[config.mk]
export PLATFORM = sky130hd
export DESIGN_NAME = pc_sequencer
export DESIGN_NICKNAME = d
export VERILOG_FILES = /design/src/rtl/pc_seq_pkg.sv /design/src/rtl/sat_counter.sv /design/src/rtl/pc_sequencer.sv
export SDC_FILE = /design/constraint.sdc
export NUM_CORES = 1
export LEC_CHECK = 0
export ABC_AREA = 1
export BUFFER_PORTS_ARGS = -buffer_cell sky130_fd_sc_hd__buf_2
export CELL_PAD_IN_SITES_DETAIL_PLACEMENT = 0
export CELL_PAD_IN_SITES_GLOBAL_PLACEMENT = 1
export CORE_MARGIN = 2
export CORE_UTILIZATION = 33
export CTS_CLUSTER_DIAMETER = 80
export CTS_CLUSTER_SIZE = 10
export DETAILED_ROUTE_END_ITERATION = 7
export PLACE_DENSITY = 0.84
export RECOVER_POWER = 25
export SLEW_MARGIN = 20
export SYNTH_ARGS = -nofsm -noshare
export SYNTH_HDL_FRONTEND = slang
export SYNTH_HIERARCHICAL = 1
export SYNTH_SLANG_ARGS = --single-unit
export TNS_END_PERCENT = 20
[constraint.sdc]
create_clock -name clk -period 1.68 [get_ports clk]
set_input_delay 0.168 -clock clk [delete_from_list [all_inputs] [get_ports clk]]
set_output_delay 0.168 -clock clk [all_outputs]
set_load 0.01 [all_outputs]
[src/rtl/pc_seq_pkg.sv]
// Shared types for the program-counter sequencer: FSM state encoding and reset PC.
package pc_seq_pkg;

   typedef enum logic [1:0] {
      IDLE = 2'd0,
      RUN  = 2'd1,
      DONE = 2'd2
   } pc_state_t;

   localparam int RESET_PC = 0;

endpackage

[src/rtl/sat_counter.sv]
// Saturating up-counter with synchronous clear; clr wins over inc, holds at all-ones.
// Latency: count reflects clr/inc one cycle after the sampling edge; no backpressure.
module sat_counter #(
   parameter int WIDTH = 16
) (
   input  logic             clk,
   input  logic             reset,
   input  logic             clr,
   input  logic             inc,
   output logic [WIDTH-1:0] count
);

   always_ff @(posedge clk or posedge reset) begin
      if (reset) begin
         count <= '0;
      end else if (clr) begin
         count <= '0;
      end else if (inc && (count != '1)) begin
         count <= count + WIDTH'(1);
      end
   end

endmodule

[src/rtl/pc_sequencer.sv]
// Fetch controller owning the instruction-memory PC: start, stall, jump, branch, halt.
// Latency: next PC visible one cycle after the decode inputs; stall freezes PC, count and state.
module pc_sequencer
   import pc_seq_pkg::*;
#(
   parameter int PC_BITS  = 12,
   parameter int OFF_BITS = 8,
   parameter int CNT_BITS = 16
) (
   input  logic                clk,
   input  logic                reset,
   input  logic                start,
   input  logic [PC_BITS-1:0]  start_addr,
   input  logic                stall,
   input  logic                jump,
   input  logic [PC_BITS-1:0]  jump_target,
   input  logic                branch,
   input  logic [OFF_BITS-1:0] branch_off,
   input  logic                halt,
   output logic [PC_BITS-1:0]  pc,
   output logic                fetch_valid,
   output logic                busy,
   output logic                done,
   output logic [CNT_BITS-1:0] retired
);

   pc_state_t          state_q, state_d;
   logic [PC_BITS-1:0] pc_q, pc_d;
   logic [PC_BITS-1:0] off_ext;
   logic               cnt_clr, cnt_inc;

   assign off_ext = {{(PC_BITS-OFF_BITS){branch_off[OFF_BITS-1]}}, branch_off};

   always_comb begin
      state_d = state_q;
      pc_d    = pc_q;
      cnt_clr = 1'b0;
      cnt_inc = 1'b0;
      case (state_q)
         RUN: begin
            if (!stall) begin
               cnt_inc = 1'b1;
               if (halt) begin
                  state_d = DONE;
               end else if (jump) begin
                  pc_d = jump_target;
               end else if (branch) begin
                  pc_d = pc_q + off_ext;
               end else begin
                  pc_d = pc_q + PC_BITS'(1);
               end
            end
         end
         IDLE, DONE: begin
            if (start) begin
               state_d = RUN;
               pc_d    = start_addr;
               cnt_clr = 1'b1;
            end
         end
         default: begin
            state_d = IDLE;
            pc_d    = PC_BITS'(RESET_PC);
         end
      endcase
   end

   always_ff @(posedge clk or posedge reset) begin
      if (reset) begin
         state_q <= IDLE;
         pc_q    <= PC_BITS'(RESET_PC);
      end else begin
         state_q <= state_d;
         pc_q    <= pc_d;
      end
   end

   sat_counter #(
      .WIDTH(CNT_BITS)
   ) u_retired (
      .clk   (clk),
      .reset (reset),
      .clr   (cnt_clr),
      .inc   (cnt_inc),
      .count (retired)
   );

   assign pc   = pc_q;
   assign busy = (state_q == RUN);
   assign done = (state_q == DONE);
   // The one path from an input: a stalled cycle must not present a live fetch.
   assign fetch_valid = busy & ~stall;

endmodule

==> results of run 1 <==
sequential cells by signal, summed over array words and instances (netlist names):
signal / flops
pc: 12
state_q: 2
u_retired/count: 16
how the worst max path moves through the flow:
stage,from,end,slack (ns)
6_report,pc[0],pc[10],-0.02
3_5_place_dp,branch,pc[10],-0.13
5_1_grt,pc[0],pc[8],-0.12
3_3_place_gp,branch,pc[10],-0.07
4_1_cts,pc[0],pc[8],0.003
2_1_floorplan,pc[2],pc[11],0.008
per-layer routing:
layer  GRT usage, %  part of all wire [%]  wire length (um)  up-vias
li1               -                     -                 -     1473
met1          22.40                    44              3465     1294
met4          5.348                   1.5               119        0
met3          3.369                   4.5               361        8
met5              0                     0                 0        -
met2          34.38                    50              4015       71
tightest hold or removal path, cell delays in order:
cell,delay (ns)
buf_2,0.10
inv_1,0.06
o21ai_0,0.07
repair_timing:
| item | 4_1_cts | 5_1_grt |
|---|---|---|
| pin swaps | 2 | 7 |
| buffers inserted | 1 | 5 |
| hold buffers | 1 | 0 |
| setup endpoints to repair | 5 | 20 |
| hold endpoints to repair | 14 | 0 |
| resized for setup | 7 | 27 |
cells in the final DEF (no fill, tap or decap), types with 3 or more instances in the layout:
cell         n
xor2_1       3
nand4_1     13
xnor2_1      4
nor2_2       3
nor2_4       5
o21ai_0      8
o21ai_1      5
nor2_1      41
nand2_1    123
a2bb2oi_1    5
ha_4         5
ha_2         3
clkbuf_1     7
inv_1       47
nand3_1     28
clkbuf_8     8
nand2_2      8
dfrtp_1     30
buf_4       34
a21oi_1     18
inv_2        7
buf_2       62
power groups by stage:
stage / Combinational, W / Clock (W) / Sequential [W]
2_1_floorplan: 0.00170 / 0 / 0.00120
3_3_place_gp: 0.00273 / 0 / 0.00113
3_5_place_dp: 0.00276 / 0 / 0.00114
4_1_cts: 0.00286 / 0.000749 / 0.00115
5_1_grt: 0.00344 / 0.000773 / 0.00118
6_report: 0.00311 / 0.000732 / 0.00115
cell families after synthesis:
logic type                 after synthesis
buffers and inverters                   65
DFF                                     30
and+or+nand+nor                        233
adders and majority gates               11
xor gates and xnor gates                 8
AOI/OAI and AO/OA                       49
final cells by class:
class	count	area, um2	area share, %
tap	102	127.6	3.618
clock buffer	8	110.1	3.122
multi-input combinational	301	1698	48.14
timing repair buffer	106	624.3	17.70
inverter	57	216.5	6.137
sequential	30	750.7	21.28
through the flow:
stage / util [%] / power (W) / worst slack (ns)
global route: 46.37 / 0.005396 / -0.1215
floorplan: - / 0.002897 / 0.008454
detailed placement: 42.45 / 0.003905 / -0.1294
CTS: 44.79 / 0.004756 / 0.002680
global placement: 42.45 / 0.003862 / -0.07400
finish: 46.37 / 0.004997 / -0.02044
==> flow_metrics.tcl, run 1 <==
set metrics [dict create \
    critical-path-top-delay-family "adder cells" \
    design_area_um2 3527 \
    violations "negative setup slack" \
    min_period_over_period_pct 101.2 \
    hold_depth 3 \
    ir_drop_v 0.0004330 \
    ff2ff_setup_slack_ns -0.02 \
    vias_per_cell 4.712 \
    rsz0062_at_grt "true" \
    crit_type "reg2reg" \
    fin_crit_ns 1.700 \
    clk_pin_slew_ns 0.08 \
    status "finished, violations left" \
    synth.area.top_cells "dfrtp_1 (29%), nand2_1 (19%), inv_1 (7.5%)" \
    row_count 32 \
    grt_max_degree 17 \
    instances_no_fill 604 \
    reg2reg_from "pc[0]" \
    synth_edf_count 0 \
    post-route-drc-count 0 \
    relSlewSlack_pct 54.70 \
    num_vias 2846 \
    grt_pass1_wl_mm 12.68 \
    synth_cell_types 38 \
    post-synth-top-count-cell "nand2_1" \
    cts_buffer_depth 2 \
    ys.flop_type "dfrtp_1" \
    skew_ns 0.01453 \
    dr.pass1.iters 4 \
    yosysWarningCount 6 \
    slew_violations 0 \
    worstHoldStart "start" \
    syn-cell-area_um2 2564 \
    endpoint_kind "flip-flop" \
    clk_latency_ns 0.30 \
    die_w_um 92.14 \
    cts_buffers 5 \
    wire_per_inst_um 13.18 \
    pin_count 70 \
    dp.final_hpwl_mm 6.027 \
    synth_area_leader_cell "dfrtp_1" \
    final.setup.tns_ns -0.03022 \
    ys_ff_latch 30 \
    drive_gt1_share_pct 30.28 \
    syn_to_final_growth_pct 37.58 \
    initial_utilization_pct 33.70 \
    dp.cells 589 \
    holdPathEnd "state_q[0]" \
    worst_slack_ns -0.02044 \
    nFillCells 828 \
    switching_share_pct 44.99 \
    syn-num-nets 446 \
    yosys-top-cells-count "nand2_1 (129), inv_1 (51), nor2_1 (44)" \
    placed_area_um2 3229 \
    synthAdderAreaFrac_pct 5.661 \
    cts_tree "yes" \
    critPathMaxFanout 3 \
    io_buffers 69 \
    async_reset_ff_share_pct 100.0 \
    cts_sinks 30 \
    track_usage_pct 18.79 \
    path_common_cell "nand2_1" \
    synth.avg_cell_area_um2 6.474 \
    power_density_nw_per_um2 1417 \
    core_um2 7607 \
    ant_nets 0 \
    nNetsFinal 551 \
    hold_path.class "in2reg" \
    syn_inst 396 \
    synth_top_area_share_pct 29.28 \
    max_freq_mhz 588.1 \
    pwr-share-clk_pct 14.7 \
    cp_data_required_time_ns 1.91 \
    synth-simple-area-share_pct 40.36 \
    cpPeakStageDelay_ns 0.39 \
    cts_root_buf "clkbuf_8" \
    timing_hold_violations_final 0 \
    h-tree-depth 2 \
    crit_cells 12 \
    worst_pin_slew_ns 0.6787 \
    drt_iter0_markers 63 \
    crit_chain "ha_2 > inv_2 > fa_2 > inv_2 > nand2_2 > nand3_4 > nand3_2 > nand2_1 > nand2_1 > nand3_1 > nand2_1 > a21oi_2" \
    r2r_cells 12 \
    holdWs_ns 0.1471 \
    synth_compound_area_share_pct 11.57 \
    leakagePower_nw 1.942 \
    dieArea_um2 8490 \
    path_buf_inv 2 \
    cpMaxStageDelayCell "fa_2" \
    ys_seq_area_share_pct 29.28 \
    p_comb_share_pct 62.3 \
    overflow 0 \
    drv_cap 0 \
    gp_congestion 0.8715 \
    synthXorXnorAreaFrac_pct 2.733 \
    seqPwrFrac_pct 23.1 \
    start_kind "flip-flop" \
    die_h_um 92.14 \
    routed_wl_mm 7.961 \
    antenna_cells 0 \
    antenna_found_initial 0 \
    intPower_w 0.002749 \
    synthMuxAreaShare_pct 0 \
    r2r_end "pc[10]" \
    grt_pass1_vias 2711 \
    setup_viol 2 \
    cp.arrival_ns 1.93 \
    synth_top_family_by_area "simple AND/OR/NAND/NOR gates" \
    switching_power_w 0.002248 \
]
(Power assumes the default switching activity.)
==> run 2: changes to the inputs <==
CORE_UTILIZATION = 34   (was 33)
CTS_BUF_LIST = sky130_fd_sc_hd__clkbuf_4   (was default)
PLACE_DENSITY = 0.86   (was 0.84)
==> flow_metrics.tcl, run 2 (same netlist as run 1, synthesis figures left out) <==
set metrics [dict create \
    num_vias 2831 \
    holdWs_ns 0.09771 \
    clk_pin_slew_ns 0.11 \
    grt_pass1_wl_mm 12.90 \
    cp.arrival_ns 1.96 \
    r2r_cells 12 \
    min_period_over_period_pct 99.90 \
    holdPathEnd "state_q[0]" \
    seqPwrFrac_pct 23.6 \
    hold_path.class "in2reg" \
    top_register "u_retired/count" \
    fin_crit_ns 1.678 \
    switching_share_pct 44.61 \
    hold_depth 3 \
    cp_data_required_time_ns 1.96 \
    row_count 31 \
    io_buffers 69 \
    slew_violations 0 \
    final_cell_mix "nand2_1 (124), buf_2 (68), inv_1 (47)" \
    antenna_cells 0 \
    gp_congestion 0.8670 \
    design_area_um2 3450 \
    start_kind "flip-flop" \
    cts_sinks 30 \
    grt_pass1_vias 2910 \
    power_density_nw_per_um2 1412 \
    rsz0062_at_grt "true" \
    dr.pass1.iters 4 \
    grt_max_degree 17 \
    setup_viol 0 \
    switching_power_w 0.002173 \
    cts_buffer_depth 2 \
    largest_reg_flops 16 \
    crit_type "reg2reg" \
    power_w 0.004872 \
    max_freq_mhz 595.8 \
    endpoint_kind "flip-flop" \
    pwr-share-clk_pct 15.5 \
    track_usage_pct 19.07 \
    critPathMaxFanout 3 \
    final_common_cell "nand2_1" \
    ff2ff_setup_slack_ns 0.002 \
    relSlewSlack_pct 54.61 \
    ir_drop_v 0.0005155 \
    syn_to_final_growth_pct 34.55 \
    worstHoldStart "start" \
    pin_count 70 \
    dieArea_um2 8251 \
    cts_tree "yes" \
    h-tree-depth 2 \
    nNetsFinal 545 \
    p_comb_share_pct 60.9 \
    status "completed" \
    timing_hold_violations_final 0 \
    drv_cap 0 \
    worst_pin_slew_ns 0.6802 \
    dp.cells 584 \
    cts_buffers 5 \
    intPower_w 0.002699 \
    wire_per_inst_um 12.84 \
    post-route-drc-count 0 \
    initial_utilization_pct 35.16 \
    leakagePower_nw 1.923 \
    clk_latency_ns 0.35 \
    ant_nets 0 \
    antenna_found_initial 0 \
    instances_no_fill 595 \
    die_w_um 90.84 \
    dp.final_hpwl_mm 5.763 \
    reg2reg_from "pc[0]" \
    vias_per_cell 4.758 \
    overflow 0 \
    r2r_end "pc[10]" \
    cts_root_buf "clkbuf_4" \
    drive_gt1_share_pct 28.83 \
    core_um2 7292 \
    skew_ns 0.007830 \
    routed_wl_mm 7.638 \
    die_h_um 90.84 \
    placed_area_um2 3223 \
    drt_iter0_markers 100 \
]
## run 2: cell count changes in the layout (fill, tap and decap cells not counted), moves of 2 or more
cell | before | now
clkbuf_8 | 8 | 0
bufinv_16 | 0 | 2
buf_6 | 2 | 0
buf_2 | 62 | 68
clkbuf_1 | 7 | 1
clkbuf_4 | 0 | 5
buf_4 | 34 | 29
## run 2: final cells by class
| class | count | area (um2) |
|---|---|---|
| sequential | 30 | 750.7 |
| timing repair buffer | 100 | 591.8 |
| tap | 99 | 123.9 |
| multi-input combinational | 301 | 1665 |
| clock buffer | 5 | 37.54 |
| fill | 799 | 3842 |
| clock inverter | 3 | 63.81 |
| inverter | 57 | 216.5 |
## run 2: per-layer routing
layer	part of all wire (%)	global-route usage (%)
met1	44	23.20
met4	0.69	4.545
met2	50	34.83
met3	4.6	3.339
met5	0	0
## run 2: worst max-delay path by stage
| stage | startpoint | end | slack (ns) |
|---|---|---|---|
| CTS | pc[0] | pc[10] | -0.02 |
| global placement | branch | pc[7] | -0.07 |
| finish | pc[0] | pc[10] | 0.002 |
| floorplan | pc[2] | pc[11] | 0.008 |
| detailed placement | branch | pc[10] | -0.11 |
| global route | pc[0] | pc[8] | -0.13 |
## run 2: critical path, cell delays in order, from the launching register on
cell	delay, ns
dfrtp_1	0.38
ha_2	0.19
inv_2	0.04
fa_2	0.35
inv_2	0.07
nand2_2	0.08
nand3_4	0.09
nand3_2	0.07
nand2_1	0.08
nand2_1	0.05
nand3_1	0.06
nand2_1	0.05
a21oi_1	0.11
## run 2: through the flow
| stage | setup TNS [ns] | utilization, % | worst slack, ns |
|---|---|---|---|
| CTS | -0.01539 | 46.62 | -0.01539 |
| global route | -0.4802 | 47.31 | -0.1262 |
| finish | 0 | 47.31 | 0.001599 |
| global placement | -0.2675 | 44.20 | -0.07285 |
| floorplan | 0 | - | 0.008454 |
| detailed placement | -0.4937 | 44.20 | -0.1134 |
## run 2: timing repair
action | in CTS | in global routing
endpoints found under the setup margin | 7 | 24
gates resized for setup | 7 | 17
hold buffers | 1 | 0
buffers inserted | 1 | 1
pin swaps | 1 | 5
hold endpoints to repair | 30 | 0
## run 2: power groups by stage
| stage | logic [W] | clock network [W] | registers [W] |
|---|---|---|---|
| floorplan | 0.00170 | 0 | 0.00120 |
| global placement | 0.00274 | 0 | 0.00112 |
| detailed placement | 0.00277 | 0 | 0.00113 |
| CTS | 0.00288 | 0.000771 | 0.00114 |
| global route | 0.00332 | 0.000803 | 0.00117 |
| finish | 0.00297 | 0.000755 | 0.00115 |
==> run 3: changes to the inputs <==
CELL_PAD_IN_SITES_DETAIL_PLACEMENT = 1   (was 0)
==> flow_metrics.tcl, run 3 (same netlist as run 1, synthesis figures left out) <==
set metrics [dict create \
    endpoint_kind "flip-flop" \
    die_h_um 90.84 \
    critPathMaxFanout 4 \
    cts_root_buf "clkbuf_4" \
    grt_pass1_wl_mm 14.83 \
    violations "negative setup slack" \
    slew_violations 0 \
    die_w_um 90.84 \
    overflow 0 \
    path_buf_inv 0 \
    pin_count 70 \
    nNetsFinal 548 \
    rsz0062_at_grt "true" \
    max_freq_mhz 576.9 \
    path_common_cell "nand2_2" \
    initial_utilization_pct 35.16 \
    crit_end "pc[10]" \
    row_count 31 \
    ir_drop_v 0.0004353 \
    critical-path-top-delay-family "simple AND/OR/NAND/NOR gates" \
    dieArea_um2 8251 \
    num_vias 3070 \
    worst_pin_slew_ns 0.6733 \
    fin_crit_ns 1.733 \
    leakagePower_nw 1.928 \
    clk_pin_slew_ns 0.13 \
    cp.arrival_ns 2.03 \
    cts_buffer_depth 2 \
    syn_to_final_growth_pct 36.31 \
    crit_cells 11 \
    vias_per_cell 5.134 \
    h-tree-depth 2 \
    grt_max_degree 17 \
    wire_per_inst_um 16.03 \
    place_ws_ns -0.1725 \
    drive_gt1_share_pct 32.46 \
    gp_congestion 0.8670 \
    min_period_over_period_pct 103.2 \
    r2r_end "pc[10]" \
    drv_cap 0 \
    cp_data_required_time_ns 1.98 \
    power_density_nw_per_um2 1428 \
    drt_iter0_markers 90 \
    track_usage_pct 22.05 \
    dp.final_hpwl_mm 6.680 \
    timing_hold_violations_final 0 \
    hold_depth 3 \
    final_cell_mix "nand2_1 (118), buf_2 (68), inv_1 (46)" \
    clk_latency_ns 0.35 \
    relSlewSlack_pct 55.06 \
    top_register "u_retired/count" \
    worst_slack_ns -0.05340 \
    hold_path.class "in2reg" \
    setup_viol 6 \
    io_buffers 69 \
    startpoint "pc[5]" \
    largest_reg_flops 16 \
    final_common_cell "nand2_1" \
    antenna_found_initial 0 \
    dr.pass1.iters 4 \
    routed_wl_mm 9.583 \
    cpMaxStageDelayCell "dfrtp_1" \
    antenna_cells 0 \
    cts_sinks 30 \
    status "finished, violations left" \
    cts_buffers 5 \
    core_um2 7292 \
    post-route-drc-count 0 \
    skew_ns 0.02106 \
    ant_nets 0 \
    holdWs_ns 0.1011 \
    cts_tree "yes" \
    reg2reg_from "pc[5]" \
    cpPeakStageDelay_ns 0.44 \
    start_kind "flip-flop" \
    crit_type "reg2reg" \
    ff2ff_setup_slack_ns -0.05 \
    r2r_cells 11 \
    crit_chain "ha_4 > nand2_1 > nor2_1 > nand2_4 > nand3_4 > nand3_2 > nand2_2 > nand2_2 > nand3_2 > nand2_2 > a21oi_2" \
    grt_pass1_vias 3169 \
]
-- run 3: layout make-up --
cell class	count	area, um2
Clock buffer	5	37.54
Clock inverter	3	16.27
Fill cell	1005	3797
Inverter	57	216.5
Multi-Input combinational cell	301	1729
Sequential cell	30	753.2
Tap cell	99	123.9
Timing Repair Buffer	103	618.1
-- run 3: worst min-delay path by stage --
| stage | to | startpoint |
|---|---|---|
| 4_1_cts | pc[5] | jump_target[5] |
| 2_1_floorplan | pc[0] | reset |
| 5_1_grt | pc[10] | start_addr[10] |
| 3_5_place_dp | pc[0] | reset |
| 3_3_place_gp | pc[0] | reset |
| 6_report | pc[10] | start_addr[10] |
-- run 3: worst register-to-register path: stages, from the launching register on --
cell,delay (ns)
dfrtp_1,0.44
ha_4,0.31
nand2_1,0.09
nor2_1,0.21
nand2_4,0.09
nand3_4,0.09
nand3_2,0.09
nand2_2,0.08
nand2_2,0.05
nand3_2,0.06
nand2_2,0.06
a21oi_2,0.12
-- run 3: per-layer routing --
metal	up-vias	wire [um]	global-route usage, %
met4	0	142	4.924
met1	1502	3955	25.64
met3	15	359	3.088
met2	84	5126	42.41
li1	1469	-	-
met5	-	0	0
-- run 3: power by group --
part	internal (W)	switching [W]
Sequential	0.000929	0.000223
Clock	0.000156	0.000318
Combinational	0.00142	0.00194
Total	0.00251	0.00248
-- run 3: repair_timing --
item / 4_1_cts / 5_1_grt
pin swaps: 0 / 19
buffers inserted: 0 / 5
gates cloned: 0 / 0
endpoints found under the setup margin: 7 / 23
hold buffers: 1 / 0
hold endpoints to repair: 30 / 0
gates resized for setup: 8 / 35
-- run 3: per-stage QoR --
stage	total power [W]	instances	instance area, um2	util [%]	TNS (ns)
6_report	0.004989	598	3495	47.92	-0.1866
5_1_grt	0.005347	598	3495	47.92	-0.9524
4_1_cts	0.004609	593	3358	46.05	-0.1060
3_5_place_dp	0.003981	584	3223	44.20	-0.8335
3_3_place_gp	0.003865	584	3223	44.20	-0.2675
2_1_floorplan	0.002897	396	2582	-	0
